==> src/rtl/mux_arbiter8.sv <==
// Round-robin arbiter for eight requesters sharing one downstream request channel.
// Holds each grant through the valid/ready issue handshake and the m_done completion phase.
module mux_arbiter8 #(
    parameter int TIMEOUT = 255,
    parameter int TW      = 16
) (
    input  logic       clk,
    input  logic       resetn,
    input  logic [7:0] req,
    output logic [7:0] gnt,
    output logic [2:0] sel,
    output logic       busy,
    output logic       m_valid,
    input  logic       m_ready,
    input  logic       m_done,
    output logic       err
);

    typedef enum logic [1:0] {
        IDLE      = 2'd0,
        ISSUE     = 2'd1,
        WAIT_DONE = 2'd2
    } state_t;

    state_t          state_q, state_d;
    logic [2:0]      ptr_q, ptr_d;
    logic [2:0]      sel_q, sel_d;
    logic [7:0]      gnt_q, gnt_d;
    logic            busy_q, busy_d;
    logic            m_valid_q, m_valid_d;
    logic            err_q, err_d;
    logic [TW-1:0]   cnt_q, cnt_d;

    logic [2:0]      win;
    logic            win_vld;
    logic [2:0]      idx;
    logic            rel;

    // First requester at or after ptr, wrapping modulo 8.
    always_comb begin
        win     = '0;
        win_vld = 1'b0;
        idx     = '0;
        for (int k = 0; k < 8; k++) begin
            idx = ptr_q + 3'(k);
            if (!win_vld && req[idx]) begin
                win     = idx;
                win_vld = 1'b1;
            end
        end
    end

    always_comb begin
        state_d   = state_q;
        ptr_d     = ptr_q;
        sel_d     = sel_q;
        gnt_d     = gnt_q;
        busy_d    = busy_q;
        m_valid_d = m_valid_q;
        err_d     = 1'b0;
        cnt_d     = cnt_q;
        rel       = 1'b0;

        case (state_q)
            IDLE: begin
                if (win_vld) begin
                    state_d   = ISSUE;
                    gnt_d     = 8'b1 << win;
                    sel_d     = win;
                    busy_d    = 1'b1;
                    m_valid_d = 1'b1;
                end
            end
            ISSUE: begin
                // Acceptance takes precedence over the requester withdrawing.
                if (m_ready) begin
                    if (m_done) begin
                        rel = 1'b1;
                    end else begin
                        state_d   = WAIT_DONE;
                        m_valid_d = 1'b0;
                        cnt_d     = '0;
                    end
                end else if (!req[sel_q]) begin
                    state_d   = IDLE;
                    gnt_d     = '0;
                    busy_d    = 1'b0;
                    m_valid_d = 1'b0;
                end
            end
            WAIT_DONE: begin
                if (m_done) begin
                    rel = 1'b1;
                end else if (cnt_q == TW'(TIMEOUT - 1)) begin
                    rel   = 1'b1;
                    err_d = 1'b1;
                end else begin
                    cnt_d = cnt_q + TW'(1);
                end
            end
            default: begin
                state_d = IDLE;
            end
        endcase

        if (rel) begin
            state_d   = IDLE;
            ptr_d     = sel_q + 3'd1;
            gnt_d     = '0;
            busy_d    = 1'b0;
            m_valid_d = 1'b0;
        end
    end

    always_ff @(posedge clk or negedge resetn) begin
        if (!resetn) begin
            state_q   <= IDLE;
            ptr_q     <= '0;
            sel_q     <= '0;
            gnt_q     <= '0;
            busy_q    <= 1'b0;
            m_valid_q <= 1'b0;
            err_q     <= 1'b0;
            cnt_q     <= '0;
        end else begin
            state_q   <= state_d;
            ptr_q     <= ptr_d;
            sel_q     <= sel_d;
            gnt_q     <= gnt_d;
            busy_q    <= busy_d;
            m_valid_q <= m_valid_d;
            err_q     <= err_d;
            cnt_q     <= cnt_d;
        end
    end

    assign gnt     = gnt_q;
    assign sel     = sel_q;
    assign busy    = busy_q;
    assign m_valid = m_valid_q;
    assign err     = err_q;

endmodule

==> config.mk <==
export PLATFORM = sky130hd
export DESIGN_NAME = mux_arbiter8
export DESIGN_NICKNAME = d
export VERILOG_FILES = /design/src/rtl/mux_arbiter8.sv
export SDC_FILE = /design/constraint.sdc
export NUM_CORES = 1
export LEC_CHECK = 0
export ABC_AREA = 1
export BUFFER_PORTS_ARGS = -buffer_cell sky130_fd_sc_hd__buf_2
export CAP_MARGIN = 20
export CORE_ASPECT_RATIO = 1.25
export CORE_MARGIN = 3
export CORE_UTILIZATION = 64
export DETAILED_ROUTE_END_ITERATION = 12
export GPL_TIMING_DRIVEN = 0
export PLACE_DENSITY = 0.85
export SETUP_SLACK_MARGIN = 0.15
export SYNTH_ARGS = -nofsm -noshare
export SYNTH_HDL_FRONTEND = slang
export SYNTH_SLANG_ARGS = --single-unit
==> constraint.sdc <==
create_clock -name clk -period 3.35 [get_ports clk]
set_input_delay 1.005 -clock clk [delete_from_list [all_inputs] [get_ports clk]]
set_output_delay 1.005 -clock clk [all_outputs]
set_load 0.01 [all_outputs]
Word level (Yosys, flattened, before mapping)
Cells that the tools add are included.
Widths: inputs -> output; s select.

word-level totals
  register bits after elaboration = 35
  input port bits = 12
  output and inout bits = 14
  logic and storage cells = 128

cells by class
  add/subtract/negate cells = 9
  mux-type cells = 66
  $lt $le $gt $ge = 9
  shifts and indexed selects = 1
  reductions and logical operators = 22
  eq/ne operators = 13

operators with widths
  operator               count
  $mux 16                4
  $lt 3x4->1 const B     9
  $mux 8                 4
  $pmux 16 s2            1
  $mux 1                 30
  $bmux 1 s3             9
  $mux 3                 8
  $add 16x1->16 const B  1
  $eq 16x8->1 const B    1
  $pmux 8 s2             1
  $add 3x3->3 const B    4
  $reduce_and 4->1       3
  $mux 2                 5
  $ne 2x2->1 const B     5
  $ne 3x3->1 const B     3
  $ne 4x4->1 const B     2
  $shl 1x3->8 const A    1
  $logic_and 1x1->1      7
  $logic_not 1->1        7
  $add 3x1->3 const B    2
  $add 3x2->3 const B    2
  $pmux 1 s2             3
  $pmux 2 s3             1
  $reduce_and 5->1       1
  other kinds (6)        6

Logic depth before layout (Yosys ltp)
Gate-level depths: netlist of run 1.

  depth after elaboration = 28
  depth in mapped cells = 20
  mapped depth without buffers = 18

Worst setup path before layout of run 1
OpenSTA, ideal clock, no wires.

  kind = input -> register
  start = in req[7]
  end = reg m_valid_q, in the netlist m_valid
  buffers on the path = 0
  arrival time = 2.224 ns
  data required time = 3.237 ns
  stages = 14
  path slack = 1.013 ns
  cells stage by stage = nand2_1 nand3_1 nand3_1 nand2_4 nor2_8 nand4_4 nor2_8 nand3b_4 inv_2 nand2_2 nand3_1 nand2_1 nand2_1 inv_1

on the way
  cells in the longest elaborated chain, start to end = 26
  elaborated cells between the ends (all ways) = 43
  those cells by class = 2 x eq/ne; 26 x mux; 15 x reduce/logical

ends and longest elaborated chain
  what                            RTL line  source
  start, declared                 9         input logic [7:0] req,
  $bmux 1 s3                      46        if (!win_vld && req[idx]) begin
  $mux 1 (implied by the code)    46
  $mux 1                          46
  $logic_not 1->1                 46
  $logic_and 1x1->1               46
  $mux 1                          46
  $logic_not 1->1                 46
  $logic_and 1x1->1               46
  (+10 left out)                  --
  $logic_not 1->1                 46
  $logic_and 1x1->1               46
  $mux 1                          46
  $logic_not 1->1                 46
  $logic_and 1x1->1               46
  $mux 1                          46
  $ne 3x3->1 (no line)            --
  $reduce_and 4->1 (no line) (*)  --
  end signal, assigned            131       m_valid_q <= m_valid_d;
  end, declared                   30        logic m_valid_q, m_valid_d;

Mark *: on every way between the ends. The rest lies on a longest branch, timed or not. The select of a mux whose other input is x is not followed.
A chain may end at the register's enable or synchronous reset.

Worst setup path after layout of run 1
  start = reg ptr_q[0]
  end = reg gnt_q[6], in the netlist gnt[6]

on the way
  cells in the longest elaborated chain, start to end = 28
  elaborated cells between the ends (all ways) = 59
  those cells by class = 7 x add/sub; 1 x eq/ne; 1 x shift; 35 x mux; 15 x reduce/logical

ends and longest elaborated chain
  what                                                                  RTL line  source
  start, declared                                                       26        logic [2:0] ptr_q, ptr_d;
  start signal, assigned                                                127       ptr_q <= ptr_d;
  parallel branches: the longest is 28 deep, another holds $add 3x1->3  --
  end signal, assigned                                                  129       gnt_q <= gnt_d;
  end, declared                                                         28        logic [7:0] gnt_q, gnt_d;

Parallel ways; which one is timed is not known. The select of a mux whose other input is x is not followed.

==> results of run 1 <==
## worst register-to-register path: cells and delay by family, from the launching register on
family,cells,cell delay (ps)
and+or+nand+nor,12,1190
buffers and inverters,5,630
adders and majority gates,1,430
DFF,1,370
## worst paths after layout
path	start	to	slack (ps)	cells past startpoint
setup reg to reg	ptr_q[0]	gnt[6]	620	18
min in group asynchronous	resetn	state_q[0]	790	1
setup / recovery	ptr_q[0]	gnt[6]	620	18
max in group asynchronous	resetn	gnt[3]	2070	1
hold / removal	gnt[7]	gnt[7]	470	2
hold reg to reg	gnt[7]	gnt[7]	470	2
## synth_stat cells, drive strengths merged (4+ instances only)
master	number	area share
nand2	119	0.18
inv	57	0.079
nand3	45	0.10
nor2	39	0.074
dfrtp	35	0.32
o21ai	28	0.054
nand4	13	0.046
a21oi	11	0.020
ha	8	0.037
nor3	6	0.013
buf	4	0.014
xor2	4	0.013
## power groups by stage
| stage | Combinational (mW) | Clock, mW | Sequential [mW] |
|---|---|---|---|
| after floorplan | 1.74 | 0 | 0.608 |
| after global placement | 2.14 | 0 | 0.596 |
| after detailed placement | 2.18 | 0 | 0.600 |
| after CTS | 2.20 | 0.313 | 0.593 |
| after global routing | 2.48 | 0.333 | 0.608 |
| final | 2.20 | 0.303 | 0.594 |
## layout make-up
type | count | share of cell area
buffer | 4 | 0.0125
clock buffer | 6 | 0.0275
clock inverter | 1 | 0.00167
inverter | 57 | 0.0713
multi-input combinational | 289 | 0.531
sequential | 35 | 0.292
tap | 54 | 0.0225
timing repair buffer | 25 | 0.0417
## registers in the layout (all words and copies together) (netlist names)
name and cells:
cnt_q 16, gnt 8, ptr_q 3, sel 3
state_q 2, busy 1, err 1, m_valid 1
## logic make-up after synthesis
family | synth area share
xor gates and xnor gates | 0.0225
AOI/OAI and AO/OA | 0.0952
DFF | 0.322
buffers and inverters | 0.0925
and+or+nand+nor | 0.431
adders and majority gates | 0.0368
## routing by layer
layer  GRT usage  vias up  wire length (µm)
met3      0.0410       19               213
met5           0        -                 0
met2       0.530       59              3410
met4       0.129        0               211
met1       0.274     1222              2330
li1            -     1321                 -
## through the flow
step,instances,utilization
2_1_floorplan,385,-
3_3_place_gp,464,0.739
3_5_place_dp,464,0.739
4_1_cts,471,0.761
5_1_grt,471,0.761
6_report,471,0.761
==> results.py, run 1 <==
metrics = {
    "grt": {
        "grt_pass1_vias": 2598,
        "grt_pass1_wl_um": 11000,
        "antenna_found_initial": 0,
        "grt_max_degree": 36,
        "grt_usage": 0.271,
        "grt.overflow.total": 0,
    },
    "synth": {
        "yosysSeqAreaShare": 0.322,
        "avgSynthCellArea_um2": 7.07,
        "synthesis.area_um2": 2720,
        "syn_inst": 385,
        "ys_warn_count": 0,
        "synth_cell_types": 33,
        "synth_edf_count": 0,
        "synth_flop_cell": "dfrtp_1",
        "ys_ff_latch": 35,
        "synthArstFlopShare": 1.00,
        "syn_nets": 405,
    },
    "critical_path": {
        "max_stage_delay_ps": 430,
        "critPathTopFamily": "simple AND/OR/NAND/NOR gates",
        "crit_slowest_cell": "ha_1",
        "crit_required_ps": 3520,
        "crit_fanout": 10,
        "cp.arrival_ps": 2900,
        "end_kind": "register",
        "crit_top_cell": "nand2_1",
        "cp-start-kind": "register",
        "worstPathCellList": "buf_6 > inv_2 > buf_6 > ha_1 > inv_2 > nand3_1 > nand2_1 > nand2_1 > nand2_2 > inv_1 > nand4_1 > nand3_1 > nor2_1 > nand3_1 > nor2_1 > nor2_1 > nand2_1 > nand2_1",
        "critical_path_class": "register to register",
        "worst-path-buf-inv": 5,
    },
    "sta": {
        "slew_viol_final": 0,
        "fmaxAchievable_ghz": 0.366,
        "relSlewSlack": 0.494,
        "period_share": 0.814,
        "worst_pin_slew_ps": 758,
        "setup_viol": 0,
        "rsz0062_at_grt": "false",
        "fin_setup_tns_ps": 0,
        "whs_ps": 473,
        "fin_skew_ps": 5.37,
        "fin_ws_ps": 621,
        "hold_viol": 0,
        "period_needed_ps": 2730,
    },
    "placed_design": {
        "post_dp_cell_area_um2": 2910,
        "pre_cts_ws_ps": 631,
        "port_buffers": 25,
        "post-dp-hpwl_um": 4790,
        "gp_congestion": 0.857,
    },
    "drt": {
        "firstDrtPassIters": 4,
        "routedWlPerCell_um": 13.1,
        "drt_iter0_markers": 142,
        "final_antenna_net_count": 0,
        "route.detailed.drc": 0,
        "wirelength_um": 6170,
        "dr_total_vias": 2621,
        "routed_via_density": 5.56,
    },
    "pwr": {
        "total_power_mw": 3.10,
        "p_seq_frac": 0.191,
        "leakage_nw": 1.63,
        "p_per_area_nw_per_um2": 1030,
        "power_frac_comb": 0.711,
        "swShare": 0.552,
        "clockPowerShare": 0.098,
        "vdd_drop_max_mv": 0.624,
        "p_int_mw": 1.39,
        "power.switching_mw": 1.71,
    },
    "clock_network": {
        "ctsHoldBuffers": 0,
        "cts_tree": "yes",
        "worstSkewPairLatency_ps": 280,
        "post-cts-setup-buffers": 0,
        "cts_resized": 0,
        "cts_max_level": 2,
        "numCtsBuffers": 5,
        "cts_root_buf": "clkbuf_8",
        "clkSinkCount": 35,
        "clockBufferDepth": 2,
        "clk_pin_slew_worst_paths_ps": 70,
    },
    "floorplan": {
        "rows": 25,
        "initial_utilization": 0.690,
        "coreArea_um2": 3940,
        "die_h_um": 78.9,
        "die_area_um2": 5070,
        "boundaryPins": 26,
        "die_w_um": 64.3,
    },
    "layout": {
        "nNetsFinal": 437,
        "fillers": 328,
        "seq_area_um2": 876,
        "design_area_um2": 3000,
        "final_common_cell": "nand2_1",
        "layout_common_cells": "110 x nand2_1, 51 x inv_1, 35 x dfrtp_1",
        "drive_gt1_frac": 0.187,
        "antenna_cells": 0,
        "syn_to_final_growth_pct": 10.3,
        "multi_input_area_um2": 1590,
    },
    "worst_hold_path": {
        "hp-class": "register to register",
    },
    "run_status": {
        "status": "complete, no violations",
    },
    "run": {
        "drv_cap": 0,
    },
}
No activity file was read; power rests on OpenSTA's default activity.
==> run 2, diff against run 1 <==
--- a/config.mk
+++ b/config.mk
@@ -5,15 +5,15 @@
 export SDC_FILE = /design/constraint.sdc
 export NUM_CORES = 1
 export LEC_CHECK = 0
-export ABC_AREA = 1
+export ABC_AREA = 0
 export BUFFER_PORTS_ARGS = -buffer_cell sky130_fd_sc_hd__buf_2
 export CAP_MARGIN = 20
 export CORE_ASPECT_RATIO = 1.25
 export CORE_MARGIN = 3
-export CORE_UTILIZATION = 64
+export CORE_UTILIZATION = 54
 export DETAILED_ROUTE_END_ITERATION = 12
 export GPL_TIMING_DRIVEN = 0
-export PLACE_DENSITY = 0.85
+export PLACE_DENSITY = 0.76
 export SETUP_SLACK_MARGIN = 0.15
 export SYNTH_ARGS = -nofsm -noshare
 export SYNTH_HDL_FRONTEND = slang
==> constraint.sdc (replaced) <==
create_clock -name clk -period 2.2 [get_ports clk]
set_input_delay 0.66 -clock clk [delete_from_list [all_inputs] [get_ports clk]]
set_output_delay 0.66 -clock clk [all_outputs]
set_load 0.01 [all_outputs]
==> results.py, run 2 <==
metrics = {
    "run_status": {
        "status": "complete, but fails checks",
        "violations": "setup timing",
    },
    "pwr": {
        "leakage_nw": 1.84,
        "p_per_area_nw_per_um2": 1660,
        "vdd_drop_max_mv": 0.896,
    },
    "clock_network": {
        "clkSinkCount": 35,
        "numCtsBuffers": 5,
        "clk_pin_slew_worst_paths_ps": 80,
        "cts_tree": "yes",
        "cts_root_buf": "clkbuf_8",
        "worstSkewPairLatency_ps": 300,
        "ctsHoldBuffers": 0,
        "cts_max_level": 2,
        "clockBufferDepth": 2,
    },
    "drt": {
        "drt_iter0_markers": 226,
        "routedWlPerCell_um": 22.1,
        "routed_via_density": 6.71,
        "dr_total_vias": 3026,
        "route.detailed.drc": 0,
        "wirelength_um": 9980,
        "firstDrtPassIters": 5,
        "final_antenna_net_count": 0,
    },
    "synth": {
        "synth_top_area_frac": 0.306,
        "synthesis.area_um2": 2860,
        "syn_inst": 299,
        "yosys-top-cells-count": "35 x dfrtp_1, 33 x nand2_1, 27 x mux2i_1",
        "synth_edf_count": 0,
        "synth.most_common_cell": "dfrtp_1",
        "ys_warn_count": 0,
        "yosysSeqAreaShare": 0.306,
        "avgSynthCellArea_um2": 9.56,
        "synth_cell_types": 58,
        "synth_flop_cell": "dfrtp_1",
        "syn_nets": 319,
        "ys_ff_latch": 35,
        "synth_area_leader_cell": "dfrtp_1",
        "synthTopCellsByArea": "dfrtp_1 31%, mux2i_1 9.5%, mux4_2 6.3%, nand2_1 4.3%, ha_1 3.5%",
        "synthArstFlopShare": 1.00,
    },
    "floorplan": {
        "die_w_um": 71.1,
        "die_h_um": 87.3,
        "die_area_um2": 6210,
        "initial_utilization": 0.563,
        "boundaryPins": 26,
        "coreArea_um2": 5080,
        "rows": 29,
    },
    "sta": {
        "period_share": 1.46,
        "setup_viol": 31,
        "period_needed_ps": 3210,
        "worst_pin_slew_ps": 785,
        "hold_viol": 0,
        "fin_skew_ps": 15.5,
        "fin_ws_ps": -1010,
        "whs_ps": 432,
        "slew_viol_final": 0,
        "fmaxAchievable_ghz": 0.312,
        "rsz0062_at_grt": "true",
        "relSlewSlack": 0.477,
    },
    "layout": {
        "largest_reg_flops": 16,
        "syn_to_final_growth_pct": 44.5,
        "layout_common_cells": "35 x dfrtp_1, 32 x buf_4, 30 x nand2_1",
        "multi_input_area_um2": 2210,
        "fillers": 285,
        "seq_area_um2": 876,
        "instances_no_fill": 451,
        "drive_gt1_frac": 0.445,
        "final_common_cell": "dfrtp_1",
        "design_area_um2": 4130,
        "antenna_cells": 0,
        "top_register": "cnt_q",
        "nNetsFinal": 408,
    },
    "placed_design": {
        "dp.cells": 386,
        "post_dp_cell_area_um2": 3130,
        "gp_congestion": 0.939,
        "port_buffers": 25,
        "post-dp-hpwl_um": 5090,
    },
    "critical_path": {
        "worst-path-buf-inv": 5,
        "cp-start-kind": "register",
        "rrSetupSlack_ps": -1010,
        "critPathTopFamily": "compound AO/OA/AOI/OAI gates",
        "crit_fanout": 7,
        "crit_slowest_cell": "mux4_2",
        "r2r_end": "gnt[0]",
        "r2r-start": "ptr_q[1]",
        "critical_path_class": "register to register",
        "end_kind": "register",
        "max_stage_delay_ps": 510,
        "ff2ff_path_depth": 13,
        "worstPathCellList": "buf_6 > buf_12 > inv_8 > ha_4 > buf_8 > buf_12 > mux2_4 > mux4_2 > o311ai_1 > o21ai_1 > a22o_1 > a32o_2 > a32o_1",
        "crit_start": "ptr_q[1]",
        "crit_required_ps": 2390,
        "crit_top_cell": "buf_12",
        "cp.arrival_ps": 3400,
    },
    "grt": {
        "grt_pass1_wl_um": 14100,
        "grt.overflow.total": 0,
        "grt_usage": 0.289,
        "grt_pass1_vias": 2851,
        "grt_max_degree": 36,
        "antenna_found_initial": 0,
    },
    "run": {
        "drv_cap": 0,
    },
    "worst_hold_path": {
        "hp-class": "input pin to async pin",
    },
}
## run 2: changes by cell type in the layout (fill, tap and decap cells not counted), moves of 7 or more
cell and delta:
nand3_1 -24, mux2i_1 +25, nand2_1 -80, nor2_1 -20, o21ai_0 -14, a32o_1 +8
o21ai_1 +7, nand3_2 -11, buf_4 +30, inv_1 -42, mux4_2 +8, buf_6 +24
## run 2: layer usage
metal | track usage | routed length [µm] | vias to the layer above
li1 | - | - | 1308
met1 | 0.321 | 3490 | 1504
met2 | 0.543 | 5440 | 169
met3 | 0.0335 | 578 | 45
met4 | 0.140 | 470 | 0
met5 | 0 | 0 | -
## run 2: stage by stage
step / setup TNS, ps / power, mW / util / setup WS (ps)
floorplan: -11210 / 3.82 / - / -918
global placement: -16730 / 4.49 / 0.615 / -1140
detailed placement: -17330 / 4.57 / 0.615 / -1170
CTS: -14640 / 6.16 / 0.746 / -1070
global route: -20440 / 7.19 / 0.813 / -1070
finish: -18080 / 6.86 / 0.813 / -1010
## run 2: final cells by class
class                      instances  share of cell area
clock inverter                     3              0.0106
inverter                          12              0.0127
timing repair buffer              80               0.154
multi-input combinational        239               0.536
sequential                        35               0.212
clock buffer                       5              0.0167
tap                               62              0.0188
buffer                            15              0.0391
## run 2: how the worst max path moves through the flow
stage | end | depth (start not counted)
global route | gnt[0] | 13
global placement | gnt[1] | 13
CTS | gnt[0] | 13
finish | gnt[0] | 13
floorplan | gnt[0] | 13
detailed placement | gnt[0] | 13
## run 2: worst register-to-register path, stage by stage, from the launching register on
cell and delay, ps:
dfrtp_1 390, buf_6 140, buf_12 120, inv_8 50
ha_4 190, buf_8 130, buf_12 130, mux2_4 300
mux4_2 510, o311ai_1 240, o21ai_1 110, a22o_1 240
a32o_2 290, a32o_1 280
## run 2: logic make-up after synthesis
kind of cell | Yosys count | share of synthesized area
buffers and inverters | 27 | 0.0490
muxes | 45 | 0.205
and+or+nand+nor | 98 | 0.176
AOI/OAI and AO/OA | 74 | 0.187
adders and majority gates | 8 | 0.0350
xor gates and xnor gates | 12 | 0.0420
DFF | 35 | 0.306
## run 2: repair_timing
action | CTS | global route
pin swaps | 24 | 33
setup buffers | 41 | 14
gates cloned | 1 | 1
resized for setup | 47 | 57
endpoints found under the setup margin | 33 | 35
## run 2: power by group
group          switching [mW]  internal, mW  total (mW)
combinational            2.75          2.60        5.35
clock                   0.244         0.337       0.581
sequential              0.141         0.786       0.926
==> run 3, diff against run 2 <==
--- a/config.mk
+++ b/config.mk
@@ -10,10 +10,9 @@
 export CAP_MARGIN = 20
 export CORE_ASPECT_RATIO = 1.25
 export CORE_MARGIN = 3
-export CORE_UTILIZATION = 54
+export CORE_UTILIZATION = 30
 export DETAILED_ROUTE_END_ITERATION = 12
 export GPL_TIMING_DRIVEN = 0
-export PLACE_DENSITY = 0.76
 export SETUP_SLACK_MARGIN = 0.15
 export SYNTH_ARGS = -nofsm -noshare
 export SYNTH_HDL_FRONTEND = slang
==> results.py, run 3 (synthesis results as in run 2) <==
metrics = {
    "floorplan": {
        "rows": 39,
        "boundaryPins": 26,
        "die_area_um2": 10700,
        "die_h_um": 115,
        "coreArea_um2": 9220,
        "initial_utilization": 0.310,
        "die_w_um": 93.3,
    },
    "run_status": {
        "status": "complete, but fails checks",
        "violations": "setup timing",
    },
    "layout": {
        "syn_to_final_growth_pct": 45.7,
        "final_common_cell": "dfrtp_1",
        "layout_common_cells": "35 x dfrtp_1, 28 x nand2_1, 28 x buf_4",
        "top_register": "cnt_q",
        "largest_reg_flops": 16,
        "multi_input_area_um2": 2190,
        "antenna_cells": 0,
        "fillers": 846,
        "drive_gt1_frac": 0.429,
        "instances_no_fill": 501,
        "seq_area_um2": 876,
        "design_area_um2": 4160,
        "nNetsFinal": 397,
    },
    "sta": {
        "worst_pin_slew_ps": 787,
        "fmaxAchievable_ghz": 0.308,
        "hold_viol": 0,
        "fin_setup_tns_ps": -17790,
        "rsz0062_at_grt": "true",
        "period_share": 1.48,
        "period_needed_ps": 3250,
        "slew_viol_final": 0,
        "whs_ps": 458,
        "setup_viol": 30,
        "fin_skew_ps": 3.26,
        "relSlewSlack": 0.475,
        "fin_ws_ps": -1050,
    },
    "pwr": {
        "vdd_drop_max_mv": 0.612,
        "p_int_mw": 4.15,
        "p_seq_frac": 0.128,
        "leakage_nw": 1.83,
        "p_per_area_nw_per_um2": 1730,
        "power.switching_mw": 3.05,
        "swShare": 0.424,
        "power_frac_comb": 0.761,
        "clockPowerShare": 0.111,
    },
    "run": {
        "drv_cap": 0,
    },
    "clock_network": {
        "cts_root_buf": "clkbuf_16",
        "clkSinkCount": 35,
        "clk_pin_slew_worst_paths_ps": 60,
        "clockBufferDepth": 2,
        "numCtsBuffers": 5,
        "cts_tree": "yes",
        "cts_max_level": 2,
        "worstSkewPairLatency_ps": 280,
    },
    "drt": {
        "firstDrtPassIters": 4,
        "routedWlPerCell_um": 16.6,
        "routed_via_density": 5.46,
        "wirelength_um": 8300,
        "dr_total_vias": 2736,
        "drt_iter0_markers": 93,
        "final_antenna_net_count": 0,
        "route.detailed.drc": 0,
    },
    "critical_path": {
        "rrSetupSlack_ps": -1050,
        "crit_slowest_cell": "mux4_2",
        "cp.arrival_ps": 3410,
        "crit_top_cell": "buf_12",
        "worst-path-buf-inv": 5,
        "critical_path_class": "register to register",
        "worstPathCellList": "buf_6 > buf_12 > clkinv_8 > ha_4 > buf_8 > buf_12 > mux2_4 > mux4_2 > o311ai_2 > o21ai_1 > a22o_1 > a32o_2 > a32o_1",
        "end_kind": "register",
        "cp-start-kind": "register",
        "max_stage_delay_ps": 540,
        "crit_fanout": 5,
        "critPathTopFamily": "compound AO/OA/AOI/OAI gates",
        "crit_required_ps": 2360,
    },
    "placed_design": {
        "post_dp_cell_area_um2": 3200,
        "gp_congestion": 0.825,
        "dp.cells": 447,
        "port_buffers": 25,
        "post-dp-hpwl_um": 5250,
    },
    "grt": {
        "antenna_found_initial": 0,
        "grt_usage": 0.155,
        "grt_pass1_vias": 2771,
        "grt_pass1_wl_um": 13400,
        "grt_max_degree": 36,
        "grt.overflow.total": 0,
    },
    "worst_hold_path": {
        "hp-class": "input pin to async pin",
    },
}
[run 3: routing by layer]
| layer | GRT usage | routed length, µm | vias up |
|---|---|---|---|
| li1 | - | - | 1288 |
| met1 | 0.181 | 3380 | 1373 |
| met2 | 0.283 | 4420 | 61 |
| met3 | 0.0216 | 292 | 14 |
| met4 | 0.0606 | 209 | 0 |
| met5 | 0 | 0 | - |
[run 3: area by class of cell]
cell class | count | area share
Tap cell | 123 | 0.0370
Sequential cell | 35 | 0.210
Clock buffer | 5 | 0.0301
Inverter | 12 | 0.0138
Clock inverter | 3 | 0.0105
Timing Repair Buffer | 70 | 0.132
Buffer | 15 | 0.0391
Multi-Input combinational cell | 238 | 0.527
[run 3: stage by stage]
step                worst slack (ps)   util  total power, mW
floorplan                       -918      -             3.82
global placement               -1160  0.347             4.53
detailed placement             -1220  0.347             4.59
CTS                            -1070  0.427             6.69
global route                   -1170  0.451             7.67
finish                         -1050  0.451             7.20
[run 3: power by group through the flow]
stage	Combinational, mW	Sequential [mW]	Clock (mW)
2_1_floorplan	2.89	0.930	0
3_5_place_dp	3.66	0.931	0
5_1_grt	5.88	0.939	0.845
4_1_cts	4.96	0.917	0.813
3_3_place_gp	3.61	0.925	0
6_report	5.48	0.921	0.798
[run 3: timing repair]
action,in CTS,in global routing
pin swaps,22,22
gates cloned,1,0
hold buffers,0,0
setup endpoints to repair,33,34
setup buffers,36,9
gates resized for setup,58,40
[run 3: worst paths after layout]
check,startpoint,end,cells past startpoint
max in group asynchronous,resetn,sel[2],1
min in group clk,gnt[7],gnt[7],1
hold / removal,resetn,cnt_q[10],1
setup reg to reg,ptr_q[1],gnt[1],13
setup / recovery,ptr_q[1],gnt[1],13
hold reg to reg,gnt[7],gnt[7],1
[run 3: worst register-to-register path: stages (launching register included)]
cell and delay, ps:
dfrtp_1 360, buf_6 130, buf_12 110, clkinv_8 50, ha_4 260, buf_8 110
buf_12 120, mux2_4 300, mux4_2 540, o311ai_2 240, o21ai_1 110, a22o_1 280
a32o_2 290, a32o_1 250
